===== config.mk =====
export PLATFORM = sky130hd
export DESIGN_NAME = x_encoder_emulator
export DESIGN_NICKNAME = d
export VERILOG_FILES = /design/src/rtl/x_encoder_emulator.sv
export SDC_FILE = /design/constraint.sdc
export NUM_CORES = 1
export LEC_CHECK = 0
export ABC_AREA = 1
export CORE_ASPECT_RATIO = 0.8
export CORE_MARGIN = 2
export CORE_UTILIZATION = 50
export DETAILED_ROUTE_END_ITERATION = 8
export DONT_BUFFER_PORTS = 1
export PLACE_DENSITY = 0.76
export SYNTH_ARGS = -nofsm -noshare
export SYNTH_HDL_FRONTEND = slang
export SYNTH_SLANG_ARGS = --single-unit

===== constraint.sdc =====
create_clock -name clk -period 12.2 [get_ports clk]
set_clock_uncertainty 0.05 [all_clocks]
set_input_delay 1.22 -clock clk [delete_from_list [all_inputs] [get_ports clk]]
set_output_delay 1.22 -clock clk [all_outputs]
set_load 0.05 [all_outputs]

===== src/rtl/x_encoder_emulator.sv =====
// Quadrature A/B/Z transmitter: steps the encoder lines one count at a time toward a
// commanded signed position, at most one step every max(cfg_step_div_i,1) clocks.
module x_encoder_emulator #(
  parameter int POS_W = 32,
  parameter int DIV_W = 16
) (
  input  logic             clk,
  input  logic             rst,
  input  logic             cfg_en_i,
  input  logic [DIV_W-1:0] cfg_step_div_i,
  input  logic [POS_W-1:0] cfg_index_period_i,
  input  logic             target_vld_i,
  input  logic [POS_W-1:0] target_pos_i,
  input  logic             load_vld_i,
  input  logic [POS_W-1:0] load_pos_i,
  output logic             x_encoder_a_out,
  output logic             x_encoder_b_out,
  output logic             x_encoder_z_out,
  output logic [POS_W-1:0] cur_pos_o,
  output logic             busy_o,
  output logic             at_target_o,
  output logic [1:0]       fsm_state
);

  typedef enum logic [1:0] {
    IDLE = 2'd0,
    STEP = 2'd1,
    WAIT = 2'd2
  } state_t;

  state_t           state;
  logic [POS_W-1:0] target;
  logic [POS_W-1:0] idx;
  logic [DIV_W-1:0] divider;

  logic [POS_W-1:0] diff;
  logic [POS_W-1:0] period_m1;
  logic [POS_W-1:0] idx_fwd;
  logic [POS_W-1:0] idx_rev;
  logic [POS_W-1:0] idx_next;
  logic [POS_W-1:0] pos_next;
  logic [DIV_W-1:0] div_reload;
  logic             moving;
  logic             fwd;
  logic             a_next;
  logic             b_next;
  logic             do_step;

  // Modular difference picks the shortest path; MSB set means the target is "behind".
  always_comb begin
    diff       = target - cur_pos_o;
    moving     = (diff != '0);
    fwd        = moving && !diff[POS_W-1];
    period_m1  = (cfg_index_period_i <= POS_W'(1)) ? '0 : cfg_index_period_i - POS_W'(1);
    idx_fwd    = (idx >= period_m1) ? '0 : idx + POS_W'(1);
    idx_rev    = ((idx == '0) || (idx > period_m1)) ? period_m1 : idx - POS_W'(1);
    idx_next   = fwd ? idx_fwd : idx_rev;
    pos_next   = fwd ? cur_pos_o + POS_W'(1) : cur_pos_o - POS_W'(1);
    // Forward walks 00->10->11->01; reverse is the inverse map.
    a_next     = fwd ? ~x_encoder_b_out : x_encoder_b_out;
    b_next     = fwd ? x_encoder_a_out  : ~x_encoder_a_out;
    div_reload = (cfg_step_div_i == '0) ? '0 : cfg_step_div_i - DIV_W'(1);
    do_step    = cfg_en_i && moving &&
                 ((state == STEP) || ((state == WAIT) && (divider == '0)));
  end

  assign fsm_state = state;

  always_ff @(posedge clk or negedge rst) begin
    if (!rst) begin
      state           <= IDLE;
      target          <= '0;
      idx             <= '0;
      divider         <= '0;
      cur_pos_o       <= '0;
      x_encoder_a_out <= 1'b0;
      x_encoder_b_out <= 1'b0;
      x_encoder_z_out <= 1'b0;
      busy_o          <= 1'b0;
      at_target_o     <= 1'b1;
    end else begin
      busy_o      <= (cur_pos_o != target);
      at_target_o <= (cur_pos_o == target);
      if (load_vld_i) begin
        cur_pos_o       <= load_pos_i;
        target          <= load_pos_i;
        idx             <= '0;
        x_encoder_z_out <= 1'b0;
        divider         <= '0;
        state           <= IDLE;
      end else begin
        if (target_vld_i) begin
          target <= target_pos_i;
        end
        if (do_step) begin
          x_encoder_a_out <= a_next;
          x_encoder_b_out <= b_next;
          cur_pos_o       <= pos_next;
          idx             <= idx_next;
          x_encoder_z_out <= (idx_next == '0);
          divider         <= div_reload;
          state           <= WAIT;
        end else begin
          case (state)
            IDLE: begin
              if (cfg_en_i && moving) begin
                state <= STEP;
              end
            end
            STEP: begin
              // Target moved back onto the current position before the step fired.
              if (cfg_en_i && !moving) begin
                state <= IDLE;
              end
            end
            WAIT: begin
              if (cfg_en_i) begin
                if (divider == '0) begin
                  state <= IDLE;
                end else begin
                  divider <= divider - DIV_W'(1);
                end
              end
            end
            default: state <= IDLE;
          endcase
        end
      end
    end
  end

endmodule

Word-level counts from Yosys, hierarchy flattened
Index checks and enable logic that the tools add are counted.
Cells by class
  add/subtract/negate cells: 8
  magnitude comparators: 3
  equality and inequality tests: 9
  muxes and demuxes: 28
  bitwise logic cells: 3
  reductions and logical operators: 22
Operators by type and width (count)
  32-bit two-way mux: 11
  16-bit two-way mux: 6
  32-bit by 1-bit subtractor with 32-bit output (second input constant): 3
  32-bit by 1-bit adder with 32-bit output (second input constant): 2
  32-bit logical NOT: 2
  32-bit equality test: 1
  32-bit greater-or-equal comparator: 1
  32-bit > comparator: 1
  32-bit by 1-bit less-or-equal comparator with 1-bit output (second input constant): 1
  16-bit logical NOT: 2
  32-bit inequality test: 1
  32-bit nonzero test: 1
  16-bit by 1-bit subtractor with 16-bit output (second input constant): 2
  32-bit subtractor: 1
  2-bit two-way mux: 6
  4-bit by 3-bit inequality test with 1-bit output (second input constant): 2
  4-bit inequality test (second input constant): 2
  2-bit one-hot mux with 3 select lines: 1
  3-bit nonzero test: 2
  1-bit logical AND: 5
  1-bit two-way mux: 4
  4-bit AND reduction: 1
  2-bit nonzero test: 2
  3-bit inequality test (second input constant): 1
  8 further kinds: 12
Storage, ports and cells
  register bits after elaboration: 119
  input port bits: 117
  output and inout bits: 39
  logic and storage cells: 83

Logic depth before layout (Yosys ltp)
  word-level depth: 9
  depth in mapped cells: 36
  gate-level depth less buffers: 35

Least setup slack after synthesis
No wires, ideal clock.
  kind: register to register
  start point: register cur_pos_o[0]
  end point: register cur_pos_o[22]
  setup time: 0.129 ns
  data arrival time: 4.898 ns
  required time: 12.021 ns
  slack: 7.122 ns
  stages on the path, launching flop included: 33
  buffers on the path: 1
  period minus slack after synthesis: 5.078 ns
  path through: dfrtp_1 -> ha_1 -> fa_1 -> inv_1 -> nand3_1 -> nand3_1 -> nand2_1 -> a21oi_1 -> nor2_1 -> nand2_1 -> nand2_1 -> nor2_1 -> nand2_1 -> nor2_1 -> nand3_4 -> nand2_2 -> buf_4 -> fa_1 -> a21oi_1 -> o21bai_1 -> nand2_1 -> nand2_1 -> nand2_1 -> nand2_1 -> a21boi_0 -> o21ai_0 -> inv_1 -> o21ai_0 -> a21oi_1 -> o21ai_0 -> a21oi_1 -> o21ai_0 -> nand3_1
On the way
  longest elaborated chain between the ends: 6
  elaborated cells on any way between the ends: 12
  those cells by class: add/sub (3); mux (3); reduce/logical (6)
Ends and longest elaborated chain
  start, declared: line 19  | output logic [POS_W-1:0] cur_pos_o,
  start signal, assigned: line 85  | cur_pos_o <= load_pos_i;
  start signal, assigned: line 98  | cur_pos_o <= pos_next;
  32-bit subtractor: line 51  | diff = target - cur_pos_o;
  32-bit nonzero test / 1-bit logical NOT (equally long branches): line 52, 53
  1-bit logical AND: line 53  | fwd = moving && !diff[POS_W-1];
  32-bit two-way mux: line 58  | pos_next = fwd ? cur_pos_o + POS_W'(1) : cur_pos_o - POS_W'(1);
  32-bit two-way mux: line 95  | if (do_step) begin
  32-bit two-way mux: line 84  | if (load_vld_i) begin
Parallel ways exist; a longest one is shown, timed or not. The select of a mux whose other input is x is not followed.
A chain may end at the register's enable or synchronous reset.

Worst setup path after layout
  start point: register cur_pos_o[20]
  end point: register cur_pos_o[22]
Same word-level chain as after synthesis.

==> results.txt <==
outcome: completed
Post-DP Area: 14180 um2
switching power: 2.673 mW
Core Region: 27360 um2
clk_lat worst skew: 440 ps
Reg clk slew, reported paths: 70 ps
Max-Cap Viols: 0
Yosys top cell by area: dfrtp_1
most used cell, CP: nand2_1
Synth Instances: 2281
CP startpoint: cur_pos_o[20]
drt first pass iters: 6
final instance area: 14740 um2
Top FF cell, synth: dfrtp_1
Post-synth EDFFs: 0
area grow syn2layout: 5.339%
TNS Setup: 0 ps
Slew Viols, Final: 0
routed len/inst: 17.47 um
setup slack, reg-to-reg: 5310 ps
final non-filler cell total: 2621
Synth warnings: 0
fin crit period: 6892 ps
CTS Sinks: 119
worst setup margin: 5308 ps
slowest CP cell: dfrtp_1
ys async rst share: 100.0%
Tot Pwr: 4.520 mW
CTS-repair resized insts: 0
initial DRC count: 1870
Site Rows: 54
CTS tree: built
share of post-route cells with drive strength above 1: 4.743%
Logic pwr share: 71.7%
Top delay family on crit path: simple AND/OR/NAND/NOR gates
antenna violations before repair: 1
largest net degree at the start of global routing: 120
arrival time worst endpoint: 7150 ps
CP Capture Point: cur_pos_o[22]
r2r endpoint: cur_pos_o[22]
synthesized flop and latch total: 119
max_slew headroom: 31.38%
placed cell count: 2588
Die Span Y: 153.6 um
CP Launch Type: flip-flop
fin nets: 2463
Worst path max stage delay: 790 ps
Port Buffers: 0
share of the clock period used by the worst path after layout: 56.50%
Worst-Margin Slew: 1020 ps
Hold Path Class: in -> async
Post-route DRC: 0
synth cell count leaders: 628 x nand2_1, 331 x inv_1, 264 x nor2_1, 176 x nand3_1, 118 x dfrtp_1
Clock Path Buffers: 2
Die Span X: 191.0 um
Final Core Density: 53.85%
share of the synthesized area in the top cell type: 21.11%
power per cell area: 306.7 nW/um2
Worst setup EP type: flip-flop
Initial Util: 51.12%
post-synthesis area per instance: 6.133 um2
RSZ-0062 raised after global routing: no
global-route wire length before repair: 72920 um
CTS root buffer: clkbuf_16
r2r worst-path depth: 31
die footprint: 29340 um2
count leader, synth: nand2_1
Distinct cells, synth: 61
H-tree depth: 4
antenna viol nets, final: 0
final wirelength: 45800 um
Hold Vio Cnt, Final: 0
I/O pins: 156
LEAKAGE: 7.394 nW
worst-path maximum fanout: 72
Post-DP HPWL: 35870 um
P_int: 1.847 mW
register area share after synthesis: 21.30%
Final Wtd Congestion: 1.085
vias in the first global route: 14210
Worst EP required: 12460 ps
Post-Place Setup Slack: 5480 ps
WHS: 423.5 ps
ranking of synthesized cells by area: dfrtp_1 21%, nand2_1 17%, ha_1 9.0%, inv_1 8.9%, nor2_1 7.1%
clock group share of total power: 10.9%
maximum vdd drop: 0.2365 mV
TritonCTS buffer count: 17
total track usage: 31.09%
Final setup violation count: 0
CP bufs+invs: 4
FMAX: 145.1 MHz
Sequential Power Share: 17.4%
Cell Area, Synth: 13990 um2
Setup Fix Bufs, Post-CTS: 0
CTS Hold Buffers Added: 0
post-synth net total: 2501
reg2reg start: cur_pos_o[20]
Sw Ratio: 59.14%
Via-to-Cell Ratio: 5.878
WS Path Type: reg -> reg
remaining global-route overflow: 0
via count: 15410
CP Depth: 31
## layer usage
metal,up-vias,GRT usage (%),wire (um)
met2,882,43.31,18150
met4,0,9.007,1007
met5,-,0,0
met3,82,11.18,6224
met1,7105,44.58,20420
li1,7336,-,-
## flip-flops by register name, indices dropped and copies added (netlist names)
signal and flops:
cur_pos_o 32, idx 32, target 32, divider 16, fsm_state 2, at_target_o 1, busy_o 1, x_encoder_a_out 1
x_encoder_b_out 1, x_encoder_z_out 1
## kinds of logic after synthesis
kind of cell / Yosys count / share of synthesized area, %
adders and majority gates: 103 / 9.319
and+or+nand+nor: 1232 / 37.64
DFF: 119 / 21.30
xor gates and xnor gates: 109 / 6.824
buffers and inverters: 409 / 11.50
AOI/OAI and AO/OA: 309 / 13.42
## power groups by stage
stage               registers, mW  clock network [mW]  logic (mW)
floorplan                   0.710                   0        2.46
global placement            0.785                   0        3.04
detailed placement          0.787                   0        3.11
CTS                         0.781               0.493        3.13
global route                0.800               0.512        3.61
finish                      0.786               0.492        3.24
## area by class of cell
cell class | instances | area (um2)
antenna | 1 | 2.502
clock buffer | 19 | 452.9
clock inverter | 13 | 105.1
fill | 2707 | 12630
inverter | 347 | 1303
multi-input combinational | 1753 | 9402
sequential | 119 | 2979
tap | 364 | 455.4
timing repair buffer | 5 | 37.54
## worst min path at each step
stage	start	end	slack (ps)	depth (start not counted)
after floorplan	divider[14]	divider[14]	440	2
after global placement	divider[14]	divider[14]	470	2
after detailed placement	divider[14]	divider[14]	480	2
after CTS	rst	cur_pos_o[16]	410	0
after global routing	rst	cur_pos_o[16]	410	0
final	rst	cur_pos_o[16]	420	0
## placed cells by master (no fill, tap or decap), drive strengths merged, types with 19 or more instances in the layout
cell / instances
o211ai: 57
nor3: 49
o22ai: 25
nand3: 180
xor2: 83
dfrtp: 118
xnor2: 26
nand2: 641
or2: 21
ha: 101
o21ai: 97
nand4: 38
inv: 344
clkbuf: 19
a21oi: 89
nor4: 21
nor2: 270
Note: power is estimated with default switching activity, not from simulation.
